**src/rtl/pong_pkg.sv**
```systemverilog
// Shared Pong geometry: screen, paddle and ball sizes plus derived
// position widths used by the game engine, pixel engine and hit detector.
package pong_pkg;

   localparam int WIDTH        = 640;
   localparam int HEIGHT       = 480;
   localparam int PLAYER_LEN   = 64;
   localparam int PLAYER_WID   = 8;
   localparam int BALL_PIXSIZE = 8;

   // Bits needed for a top/left edge that keeps an object fully on screen
   function automatic int pos_w(input int span, input int size);
      return $clog2(span - size);
   endfunction

   localparam int PLAYER_HEIGHT_LOG = pos_w(HEIGHT, PLAYER_LEN);
   localparam int BALL_HEIGHT_LOG   = pos_w(HEIGHT, BALL_PIXSIZE);
   localparam int BALL_WIDTH_LOG    = pos_w(WIDTH, BALL_PIXSIZE);

endpackage

```
**src/rtl/pong_span_delay.sv**
```systemverilog
// Tests lo <= v < lo+SIZE without wrap-around, qualifies it, and delays
// the result through STAGES enable-gated, reset-clearable registers.
module pong_span_delay
   import pong_pkg::*;
#(
   parameter int LO_W   = 10,
   parameter int V_W    = 10,
   parameter int SIZE   = 8,
   parameter int STAGES = 0
) (
   input  logic            CLK,
   input  logic            RST,
   input  logic [LO_W-1:0] i_lo,
   input  logic [V_W-1:0]  i_v,
   input  logic            i_en,
   input  logic            i_qual,
   output logic            o_hit
);

   localparam int W = ((LO_W > V_W) ? LO_W : V_W) + 1;

   logic [W-1:0] w_lo;
   logic [W-1:0] w_v;
   logic [W-1:0] w_hi;
   logic         w_match;

   assign w_lo    = W'(i_lo);
   assign w_v     = W'(i_v);
   assign w_hi    = w_lo + W'(SIZE);
   assign w_match = i_qual && (w_v >= w_lo) && (w_v < w_hi);

   generate
      if (STAGES == 0) begin : g_comb
         assign o_hit = w_match;
      end else begin : g_pipe
         logic [STAGES-1:0] r_pipe;

         always_ff @(posedge CLK or posedge RST) begin
            if (RST) begin
               r_pipe <= '0;
            end else if (i_en) begin
               r_pipe[0] <= w_match;
               for (int i = 1; i < STAGES; i++) begin
                  r_pipe[i] <= r_pipe[i-1];
               end
            end
         end

         assign o_hit = r_pipe[STAGES-1];
      end
   endgenerate

endmodule

```
**src/rtl/pong_object_hit_detector.sv**
```systemverilog
// Per-pixel paddle/ball hit flags: vertical ranges latched in blanking,
// horizontal spans matched per pixel and pipelined to the colour mux.
module pong_object_hit_detector
   import pong_pkg::*;
#(
   parameter int WIDTH           = pong_pkg::WIDTH,
   parameter int HEIGHT          = pong_pkg::HEIGHT,
   parameter int H_CNT_WID       = 10,
   parameter int V_CNT_WID       = 10,
   parameter int PIPELINE_STAGES = 1,
   parameter int BALL_PIXSIZE    = pong_pkg::BALL_PIXSIZE,
   parameter int PLAYER_LEN      = pong_pkg::PLAYER_LEN,
   parameter int PLAYER_WID      = pong_pkg::PLAYER_WID,
   localparam int PLAYER_HEIGHT_LOG = pos_w(HEIGHT, PLAYER_LEN),
   localparam int BALL_HEIGHT_LOG   = pos_w(HEIGHT, BALL_PIXSIZE),
   localparam int BALL_WIDTH_LOG    = pos_w(WIDTH, BALL_PIXSIZE)
) (
   input  logic                         CLK,
   input  logic                         RST,
   input  logic                         H_BLANK,
   input  logic [V_CNT_WID-1:0]         nextY,
   input  logic [H_CNT_WID-1:0]         drawX,
   input  logic [BALL_WIDTH_LOG-1:0]    ballXPos,
   input  logic [BALL_HEIGHT_LOG-1:0]   ballYPos,
   input  logic [PLAYER_HEIGHT_LOG-1:0] player1Pos,
   input  logic [PLAYER_HEIGHT_LOG-1:0] player2Pos,
   output logic                         isPlayer1,
   output logic                         isPlayer2,
   output logic                         isBall
);

   localparam logic [H_CNT_WID-1:0] P2_LEFT = H_CNT_WID'(WIDTH - PLAYER_WID);

   logic w_p1_y;
   logic w_p2_y;
   logic w_ball_y;

   // Vertical flags: one register each, reloaded only during blanking
   pong_span_delay #(
      .LO_W(PLAYER_HEIGHT_LOG), .V_W(V_CNT_WID),
      .SIZE(PLAYER_LEN), .STAGES(1)
   ) u_p1_y (
      .CLK(CLK), .RST(RST), .i_lo(player1Pos), .i_v(nextY),
      .i_en(H_BLANK), .i_qual(1'b1), .o_hit(w_p1_y)
   );

   pong_span_delay #(
      .LO_W(PLAYER_HEIGHT_LOG), .V_W(V_CNT_WID),
      .SIZE(PLAYER_LEN), .STAGES(1)
   ) u_p2_y (
      .CLK(CLK), .RST(RST), .i_lo(player2Pos), .i_v(nextY),
      .i_en(H_BLANK), .i_qual(1'b1), .o_hit(w_p2_y)
   );

   pong_span_delay #(
      .LO_W(BALL_HEIGHT_LOG), .V_W(V_CNT_WID),
      .SIZE(BALL_PIXSIZE), .STAGES(1)
   ) u_ball_y (
      .CLK(CLK), .RST(RST), .i_lo(ballYPos), .i_v(nextY),
      .i_en(H_BLANK), .i_qual(1'b1), .o_hit(w_ball_y)
   );

   pong_span_delay #(
      .LO_W(H_CNT_WID), .V_W(H_CNT_WID),
      .SIZE(PLAYER_WID), .STAGES(PIPELINE_STAGES)
   ) u_p1_x (
      .CLK(CLK), .RST(RST), .i_lo('0), .i_v(drawX),
      .i_en(1'b1), .i_qual(w_p1_y), .o_hit(isPlayer1)
   );

   pong_span_delay #(
      .LO_W(H_CNT_WID), .V_W(H_CNT_WID),
      .SIZE(PLAYER_WID), .STAGES(PIPELINE_STAGES)
   ) u_p2_x (
      .CLK(CLK), .RST(RST), .i_lo(P2_LEFT), .i_v(drawX),
      .i_en(1'b1), .i_qual(w_p2_y), .o_hit(isPlayer2)
   );

   pong_span_delay #(
      .LO_W(BALL_WIDTH_LOG), .V_W(H_CNT_WID),
      .SIZE(BALL_PIXSIZE), .STAGES(PIPELINE_STAGES)
   ) u_ball_x (
      .CLK(CLK), .RST(RST), .i_lo(ballXPos), .i_v(drawX),
      .i_en(1'b1), .i_qual(w_ball_y), .o_hit(isBall)
   );

endmodule

```
**config.mk**
```make
export PLATFORM = sky130hd
export DESIGN_NAME = pong_object_hit_detector
export DESIGN_NICKNAME = d
export VERILOG_FILES = /design/src/rtl/pong_pkg.sv /design/src/rtl/pong_span_delay.sv /design/src/rtl/pong_object_hit_detector.sv
export SDC_FILE = /design/constraint.sdc
export NUM_CORES = 1
export LEC_CHECK = 0
export BUFFER_PORTS_ARGS = -buffer_cell sky130_fd_sc_hd__buf_4
export CAP_MARGIN = 30
export CORE_MARGIN = 2
export CORE_UTILIZATION = 52
export CTS_CLUSTER_DIAMETER = 150
export DETAILED_ROUTE_END_ITERATION = 16
export PLACE_DENSITY = 0.79
export SETUP_SLACK_MARGIN = 0.2
export SLEW_MARGIN = 5
export SYNTH_ARGS = -nofsm -noshare
export SYNTH_HDL_FRONTEND = slang
export SYNTH_HIERARCHICAL = 1
export SYNTH_SLANG_ARGS = --single-unit
```
**constraint.sdc**
```tcl
create_clock -name CLK -period 1.1 [get_ports CLK]
set_clock_uncertainty 0.05 [all_clocks]
set_input_delay 0.055 -clock CLK [delete_from_list [all_inputs] [get_ports CLK]]
set_output_delay 0.055 -clock CLK [all_outputs]
set_load 0.1 [all_outputs]
```
# Word-level counts from Yosys, hierarchy flattened
# Cells that the tools add are included.
word_totals:
  out_inout_bits: 3
  regBits: 6
  input_bits: 60
op_classes:
  add_sub_neg: 4
  magnitude_cmp: 12
  n_reduce_logical: 9
op_table:
  columns: ["op", "count"]
  rows:
  - ["$lt 10x11->1", 4]
  - ["$ge 10x9->1", 3]
  - ["$add 9x7->10 const B", 2]
  - ["$add 10x4->11 const B", 1]
  - ["$add 9x4->10 const B", 1]
  - ["$ge 10x1->1 const B", 1]
  - ["$ge 10x10->1", 1]
  - ["$ge 10x10->1 const B", 1]
  - ["$lt 10x10->1 const B", 1]
  - ["$lt 10x4->1 const B", 1]
  - ["$logic_and 1x1->1", 9]

# Longest topological paths before layout
# Gate-level depths: netlist of the first run.
depth:
  word_depth: 3
  depth_mapped: 10

# By module
# The synthesis of the first run kept the hierarchy.
by_module_without_submodules:
  columns: ["mod", "cells_each", "instances", "area_each_um2"]
  rows:
  - ["pong_span_delay at u_ball_x ...", 73, 3, 554.3]
  - ["pong_span_delay at u_p1_y ...", 53, 2, 401.6]
  - ["pong_span_delay at u_ball_y", 65, 1, 539.3]
  - ["pong_object_hit_detector", 2, 1, 7.5]

# Worst setup path before layout of the first run
# Ideal clock, no wire load.
synth_path:
  path_kind: "input -> register"
  from: "in ballYPos[7]"
  to: "reg u_ball_y.g_pipe.r_pipe, in the netlist u_ball_y/o_hit"
  arrival_time_ns: 1.554
  cell_stages: 10
  path_buffers: 0
  path_slack_ns: -0.577
  cell_sequence: "inv_2 -> nor3_1 -> nand3_1 -> xnor2_1 -> ha_1 -> a21o_1 -> a211oi_2 -> o21ai_1 -> a31oi_2 -> a2bb2oi_2"
synth_via:
  elab_chain_cells: 3
  elab_cells_between_ends: 4
  classes_between: "1 x add/sub; 2 x order compare; 1 x reduce/logical"
synth_rtl:
  columns: ["element", "line_no", "source"]
  rows:
  - ["start, declared", "pong_object_hit_detector.sv:24", "input logic [BALL_HEIGHT_LOG-1:0] ballYPos,"]
  - ["$add 9x4->10", "pong_span_delay.sv:29", "assign w_hi = w_lo + W'(SIZE);"]
  - ["$lt 10x11->1", "pong_span_delay.sv:30", "assign w_match = i_qual && (w_v >= w_lo) && (w_v < w_hi);"]
  - ["$logic_and 1x1->1 *", "pong_span_delay.sv:30", null]
  - ["end signal, assigned by index", "pong_span_delay.sv:44", "r_pipe[i] <= r_pipe[i-1];"]
  - ["end, declared", "pong_span_delay.sv:36", "logic [STAGES-1:0] r_pipe;"]
# Mark *: on every way between the ends. The rest lies on a longest branch, timed or not.
# A chain may end at the register's enable or synchronous reset.

# Worst setup path after layout of the first run
layout_path:
  from: "in player1Pos[7]"
  to: "reg u_p1_y.g_pipe.r_pipe, in the netlist u_p1_y/o_hit"
layout_via:
  elab_chain_cells: 3
  elab_cells_between_ends: 4
  classes_between: "1 x add/sub; 2 x order compare; 1 x reduce/logical"
layout_rtl:
  columns: ["element", "line_no", "source"]
  rows:
  - ["start, declared", "pong_object_hit_detector.sv:25", "input logic [PLAYER_HEIGHT_LOG-1:0] player1Pos,"]
  - ["$add 9x7->10", "pong_span_delay.sv:29", null]
  - ["$lt 10x11->1", "pong_span_delay.sv:30", null]
  - ["$logic_and 1x1->1 *", "pong_span_delay.sv:30", null]
  - ["end signal, assigned by index", "pong_span_delay.sv:44", null]
  - ["end, declared", "pong_span_delay.sv:36", null]
# Marks and branches as above.

==> flow_summary.json, run 1 <==
{
  "vias": 3479,
  "relSlewSlack_pct": 66.7,
  "p_comb_share_pct": 75.2,
  "synthMuxAreaShare_pct": 0,
  "tightest_slew_ns": 0.487,
  "die_area_sq_mm": 0.00642,
  "yosys.area_share.adder_pct": 41.1,
  "crit_required_ns": 1.15,
  "whs_endpoint": "u_p1_y/o_hit$_DFFE_PP0P_",
  "cp-end-kind": "flop",
  "rsz0062_at_grt": "yes",
  "post_drt_wl_per_cell_microns": 15.1,
  "seqPwrFrac_pct": 9.9,
  "regToRegSetupSlack_ns": -0.21,
  "cp_data_arrival_time_ns": 1.66,
  "cts_max_level": 1,
  "drive_gt1_share_pct": 35.6,
  "hold_violations": 0,
  "cp_cell_sequence": "buf_8 -> ha_4 -> xnor2_2 -> ha_1 -> nand2_2 -> nor3b_2 -> or3b_1 -> a31oi_1 -> a21oi_1",
  "period_minus_slack_ns": 1.61,
  "die_y_microns": 80.1,
  "min_from": "H_BLANK",
  "critical_path.slowest_cell": "or3b_1",
  "cp-start-kind": "input pin",
  "grt_usage_pct": 29.1,
  "synthSimpleGateAreaFrac_pct": 19.6,
  "grt_pass1_vias": 3546,
  "synth_edf_count": 0,
  "ys_seq_area_share_pct": 4.98,
  "totalWireLength_mm": 9.77,
  "cap_violations": 0,
  "run_status": "finished, violations left",
  "grt_max_degree": 7,
  "finalCritPeriodShare_pct": 146,
  "gp_congestion": 0.858,
  "p_total_uw": 2440,
  "ir_drop_uv": 477,
  "drc": 0,
  "final.setup.tns_ns": -1.74,
  "drt-initial-drc-count": 119,
  "dp_hpwl_mm": 7.25,
  "viasPerCell": 5.37,
  "num_io_pins": 63,
  "syn_to_final_growth_pct": 57.8,
  "cts_buffer_depth": 2,
  "async_reset_ff_share_pct": 100,
  "die_w_microns": 80.1,
  "reg2reg_to": "u_p2_y/o_hit$_DFFE_PP0P_",
  "ys_warn_count": 6,
  "slowest_delay_ns": 0.39,
  "ys_dominant_reg_cell": "dfrtp_1",
  "ys_seq_elements": 6,
  "hold-path-cell-count": 4,
  "drtAntennaViolNets": 0,
  "setup_viol": 5,
  "grt_overflow_total": 0,
  "cts_root_buf": "clkbuf_8",
  "hold_path_class": "in -> reg",
  "portBuffers": 62,
  "switching_share_pct": 42.5,
  "fmax_mhz": 622,
  "worst_slack_ns": -0.509,
  "cts_made_buffers": 3,
  "clock_latency_ns": 0.23,
  "syn_area_sq_mm": 0.00301,
  "synth_compound_gate_area_share_pct": 18.7,
  "p_int_uw": 1400,
  "n_antenna_cell": 0,
  "dr.pass1.iters": 4,
  "maxSlewViolCount": 0,
  "start_util_pct": 54.4,
  "synth_xor_area_share_pct": 6.10,
  "clock-sinks": 6,
  "crit_fanout": 2,
  "clk_pin_slew_ns": 0.04,
  "switchingPower_uw": 1040,
  "postSynthCellCount": 392,
  "synth.avg_cell_area_sq_um": 7.69,
  "p_per_area_mw_per_mm2": 513,
  "synth.distinct_cells": 39,
  "regToRegStartpoint": "u_p2_y/o_hit$_DFFE_PP0P_",
  "reg2reg_depth": 3,
  "rows": 27,
  "antenna_found_initial": 0,
  "violations": "setup timing",
  "cts_tree": "built",
  "grt_pass1_wl_mm": 15.1,
  "layout.nets": 736,
  "core_area_sq_mm": 0.00554,
  "p_clk_share_pct": 14.9,
  "crit_type": "in -> reg",
  "p_leak_uw": 0.00243,
  "synth_top_family_by_area": "adder cells"
}
cell families after synthesis:
kind of cell,after synthesis
simple gates,100
other cells,2
flops,6
fa+ha+maj,99
buf+inv,74
compound gates,90
xor+xnor,21
per-stage QoR:
| stage | cell area (sq um) | worst slack [ns] | hold WS [ns] | std cells | util, % |
|---|---|---|---|---|---|
| CTS | 4630 | -0.470 | 0.192 | 648 | 83.6 |
| finish | 4750 | -0.509 | 0.195 | 648 | 85.8 |
| floorplan | 3350 | -0.458 | -0.266 | 451 | - |
| detailed placement | 4290 | -0.764 | -0.108 | 636 | 77.3 |
| global route | 4750 | -0.560 | 0.219 | 648 | 85.8 |
| global placement | 4290 | -0.671 | -0.109 | 636 | 77.3 |
cells in the mapped netlist (2+ instances only):
library cell / instances / area, sq um
o21ai_0: 19 / 95.1
or3b_1: 2 / 17.5
nor4_2: 3 / 37.5
o31ai_1: 3 / 22.5
nand2b_1: 4 / 25.0
xnor2_1: 21 / 184
nor2b_1: 8 / 50.1
a311oi_1: 3 / 26.3
nor4_1: 3 / 18.8
nor3b_2: 2 / 25.0
conb_1: 2 / 7.51
and4b_1: 2 / 20.0
nand2_1: 15 / 56.3
nand3_1: 24 / 120
a211oi_1: 3 / 22.5
ha_1: 99 / 1240
and4_1: 3 / 26.3
nand4_1: 10 / 62.6
dfrtp_1: 6 / 150
nor3b_1: 3 / 22.5
nor2_1: 11 / 41.3
inv_2: 12 / 45.0
inv_1: 62 / 233
a21oi_1: 38 / 190
a21o_1: 7 / 52.6
a31oi_1: 6 / 37.5
and2b_2: 3 / 26.3
nor3_1: 4 / 20.0
a2111oi_0: 4 / 35.0
sequential cells by signal, indices dropped and copies added, names as in the netlist:
name	flops
u_ball_x/o_hit	1
u_p2_x/o_hit	1
u_p1_x/o_hit	1
u_ball_y/o_hit	1
u_p2_y/o_hit	1
u_p1_y/o_hit	1
final cells by class:
| class | count | area (sq um) |
|---|---|---|
| sequential | 6 | 154 |
| fill | 341 | 786 |
| tap | 72 | 90.1 |
| timing repair buffer | 121 | 1010 |
| clock buffer | 4 | 45.0 |
| multi-input combinational | 371 | 3160 |
| inverter | 74 | 298 |
repair_timing:
item | CTS | global route
setup endpoints to repair | 9 | 9
gates resized for setup | 54 | 22
cloned | 0 | 0
buffers inserted | 7 | 0
hold endpoints to repair | 6 | 0
hold buffers | 1 | 0
pin swaps | 39 | 20
routing by layer:
layer / up-vias / part of all wire [%] / routed length, microns / track usage, %
met5: - / 0 / 0 / 0
met4: 0 / 0.89 / 87 / 4.75
met3: 14 / 4.1 / 401 / 3.71
met2: 98 / 53 / 5170 / 55.9
met1: 1644 / 42 / 4110 / 34.6
li1: 1723 / - / - / -
worst max-delay path, delay by kind of cell:
family | cells | cell delay [ns]
AO/OA/AOI/OAI | 2 | 0.23
AND/OR/NAND/NOR | 3 | 0.69
adder cells (fa/ha/maj) | 2 | 0.45
XOR/XNOR | 1 | 0.13
buffers and inverters | 1 | 0.10
cell usage in the layout (no fill, tap or decap), types with 6 or more instances in the layout:
cell type    n
buf_4      104
ha_1        84
conb_1      61
inv_1       58
a21oi_1     30
nand3_1     22
xnor2_1     18
ha_4        14
o21ai_0     13
inv_2       12
nor2_1      11
buf_6       10
nand4_1     10
nand2_1     10
nor2b_1      8
a21oi_2      8
a21o_1       7
nor4_2       6
a31oi_1      6
power by group through the flow:
stage	Clock, uW	Combinational [uW]	Sequential (uW)
after floorplan	0	837	260
after global placement	0	1420	242
after detailed placement	0	1490	242
after CTS	362	1640	241
after global routing	386	2000	242
final	364	1830	241
worst max path at each step:
stage               depth (start not counted)                         end           from  slack (ns)
floorplan                                  10  u_ball_y/o_hit$_DFFE_PP0P_    ballYPos[5]       -0.46
global placement                           11  u_ball_y/o_hit$_DFFE_PP0P_    ballYPos[5]       -0.67
detailed placement                         11  u_ball_y/o_hit$_DFFE_PP0P_    ballYPos[5]       -0.76
CTS                                        11  u_ball_y/o_hit$_DFFE_PP0P_    ballYPos[6]       -0.47
global route                                9    u_p1_y/o_hit$_DFFE_PP0P_  player1Pos[7]       -0.56
finish                                      9    u_p1_y/o_hit$_DFFE_PP0P_  player1Pos[7]       -0.51
Power figures use the tool's default switching activity.
==> inputs of run 2 (changes only) <==
--- a/config.mk
+++ b/config.mk
@@ -5,13 +5,16 @@
 export SDC_FILE = /design/constraint.sdc
 export NUM_CORES = 1
 export LEC_CHECK = 0
+export ABC_AREA = 1
 export BUFFER_PORTS_ARGS = -buffer_cell sky130_fd_sc_hd__buf_4
 export CAP_MARGIN = 30
+export CELL_PAD_IN_SITES_DETAIL_PLACEMENT = 0
+export CELL_PAD_IN_SITES_GLOBAL_PLACEMENT = 1
 export CORE_MARGIN = 2
-export CORE_UTILIZATION = 52
+export CORE_UTILIZATION = 36
 export CTS_CLUSTER_DIAMETER = 150
 export DETAILED_ROUTE_END_ITERATION = 16
-export PLACE_DENSITY = 0.79
+export PLACE_DENSITY_LB_ADDON = 0.2
 export SETUP_SLACK_MARGIN = 0.2
 export SLEW_MARGIN = 5
 export SYNTH_ARGS = -nofsm -noshare
==> flow_summary.json, run 2 <==
{
  "whs_endpoint": "u_p2_y/o_hit$_DFFE_PP0P_",
  "cp-end-kind": "flop",
  "gp_congestion": 0.846,
  "synth_common_cells": "nand2_1, ha_1, inv_1",
  "p_comb_share_pct": 75.7,
  "ys_warn_count": 6,
  "reg2reg_depth": 6,
  "p_per_area_mw_per_mm2": 486,
  "cts_made_buffers": 3,
  "p_int_uw": 1370,
  "synth_top_area_share_pct": 36.9,
  "setup_viol": 3,
  "core_area_sq_mm": 0.00915,
  "seqPwrFrac_pct": 10.0,
  "synth.avg_cell_area_sq_um": 6.36,
  "p_total_uw": 2470,
  "mostFrequentLayoutCells": "nand2_1, inv_1, buf_4",
  "ys_top_cells_by_area": "ha_1, nand2_1, inv_1",
  "clk_pin_slew_ns": 0.04,
  "grt_pass1_wl_mm": 14.7,
  "p_leak_uw": 0.00285,
  "vias": 3446,
  "clock_latency_ns": 0.22,
  "maxSlewViolCount": 0,
  "cts_max_level": 1,
  "cp-start-kind": "input pin",
  "regToRegStartpoint": "u_p1_y/o_hit$_DFFE_PP0P_",
  "run_status": "finished, violations left",
  "final_common_cell": "nand2_1",
  "dp_hpwl_mm": 7.22,
  "slowest_delay_ns": 0.30,
  "hold_violations": 0,
  "crit_fanout": 2,
  "synth_edf_count": 0,
  "worst_slack_ns": -0.208,
  "cts_buffer_depth": 2,
  "synth_largest_area_cell": "ha_1",
  "grt_overflow_total": 0,
  "min_from": "H_BLANK",
  "hold-path-cell-count": 4,
  "grt_pass1_vias": 3611,
  "postSynthCellCount": 528,
  "crit_type": "in -> reg",
  "cts_root_buf": "clkbuf_8",
  "syn_area_sq_mm": 0.00336,
  "switching_share_pct": 44.4,
  "ir_drop_uv": 293,
  "die_area_sq_mm": 0.0101,
  "rsz0062_at_grt": "yes",
  "clock-sinks": 6,
  "hold_path_class": "in -> reg",
  "rows": 35,
  "drtAntennaViolNets": 0,
  "synth.distinct_cells": 25,
  "die_w_microns": 101,
  "switchingPower_uw": 1100,
  "fillers": 900,
  "p_clk_share_pct": 14.2,
  "num_io_pins": 63,
  "totalWireLength_mm": 8.22,
  "finalCritPeriodShare_pct": 119,
  "ys_dominant_reg_cell": "dfrtp_1",
  "portBuffers": 62,
  "yosysMostFrequentCell": "nand2_1",
  "period_minus_slack_ns": 1.31,
  "critical_path.slowest_cell": "ha_2",
  "cts_tree": "built",
  "viasPerCell": 4.36,
  "cp_data_arrival_time_ns": 1.37,
  "crit_path_frequent_cell": "nand2_1",
  "syn_to_final_growth_pct": 51.4,
  "reg2reg_to": "u_p1_x/o_hit$_DFFE_PP0P_",
  "drc": 0,
  "start_util_pct": 36.7,
  "n_antenna_cell": 0,
  "post-route-util_pct": 55.6,
  "violations": "setup timing",
  "die_y_microns": 101,
  "grt_usage_pct": 17.4,
  "drive_gt1_share_pct": 32.7,
  "post_drt_wl_per_cell_microns": 10.4,
  "fmax_mhz": 765,
  "cap_violations": 0,
  "ys_seq_area_share_pct": 4.47,
  "regToRegSetupSlack_ns": 0.21,
  "async_reset_ff_share_pct": 100,
  "drt-initial-drc-count": 70,
  "layout.nets": 839,
  "antenna_found_initial": 0,
  "cp_cell_sequence": "buf_6 -> ha_2 -> inv_1 -> ha_1 -> inv_1 -> nor3_2 -> nand2_1 -> nand2_1 -> nand2_1 -> nand2_1 -> nand2_1 -> nand2_1 -> nand2_1",
  "crit_required_ns": 1.16,
  "ys_seq_elements": 6,
  "dr.pass1.iters": 4,
  "grt_max_degree": 7
}
[run 2: cell types whose count changed after synthesis, sizes merged, moves of 9 or more]
cell and delta:
o21ai -20, nand4 -9, nand2 +139, a21oi -13, xor2 +15, inv +48, nor3 +15, xnor2 -15
nor2 +15
[run 2: timing repair]
action / in CTS / in global routing
hold endpoints to repair: 6 / 0
resized for setup: 38 / 49
setup endpoints to repair: 9 / 9
buffers inserted: 3 / 1
hold buffers: 1 / 0
pin swaps: 38 / 47
[run 2: worst max-delay path: cells and delay by family]
family / cells / cell delay, ns
AND/OR/NAND/NOR: 8 / 0.53
buffers and inverters: 3 / 0.19
adder cells (fa/ha/maj): 2 / 0.58
[run 2: cell type report]
| type | instances | area, sq um | area share (%) |
|---|---|---|---|
| repair buffers | 96 | 861 | 16.9 |
| flip-flops and latches | 6 | 153 | 3.00 |
| well taps | 111 | 139 | 2.73 |
| clock buffers | 4 | 45.0 | 0.886 |
| multi-input cells | 447 | 3410 | 67.0 |
| inverters | 126 | 480 | 9.45 |
[run 2: through the flow]
step	setup slack [ns]	cell area (sq um)	hold slack, ns	std cells	setup TNS [ns]
4_1_cts	-0.237	4830	0.0872	789	-0.422
2_1_floorplan	-0.248	3740	-0.266	579	-0.451
3_5_place_dp	-0.479	4580	-0.109	781	-1.92
6_report	-0.208	5080	0.0861	790	-0.383
3_3_place_gp	-0.447	4580	-0.112	781	-1.83
5_1_grt	-0.317	5080	0.0937	790	-0.691
[run 2: logic make-up (layout without fill, tap and decap cells)]
kind of cell / count (synthesis) / in the layout / synth area share, %
adders and majority gates: 99 / 99 / 36.9
buffers and inverters: 126 / 226 / 14.1
and+or+nand+nor: 234 / 234 / 31.3
DFF: 6 / 6 / 4.47
other: 2 / 53 / 0.224
AOI/OAI and AO/OA: 40 / 40 / 7.53
xor gates and xnor gates: 21 / 21 / 5.48
[run 2: per-layer routing]
metal / global-route usage (%) / share of wire (%) / up-vias
li1: - / - / 1903
met1: 20.7 / 46 / 1485
met2: 35.3 / 52 / 54
met3: 0.485 / 2.1 / 4
met4: 1.79 / 0.62 / 0
met5: 0 / 0 / -
[run 2: power groups by stage]
stage	Combinational (uW)	Sequential [uW]	Clock, uW
final	1870	248	352
after global placement	1590	248	0
after detailed placement	1630	248	0
after global routing	2150	250	375
after floorplan	1010	283	0
after CTS	1730	248	361
[run 2: worst max path at each step]
stage                      from                         end  slack, ns  depth (start not counted)
floorplan           ballXPos[5]  u_ball_x/o_hit$_DFFE_PP0P_      -0.25                         13
global placement    ballXPos[5]  u_ball_x/o_hit$_DFFE_PP0P_      -0.45                         14
detailed placement  ballXPos[5]  u_ball_x/o_hit$_DFFE_PP0P_      -0.48                         14
CTS                 ballXPos[3]  u_ball_x/o_hit$_DFFE_PP0P_      -0.24                         14
global route        ballXPos[5]  u_ball_x/o_hit$_DFFE_PP0P_      -0.32                         14
finish              ballXPos[4]  u_ball_x/o_hit$_DFFE_PP0P_      -0.21                         13
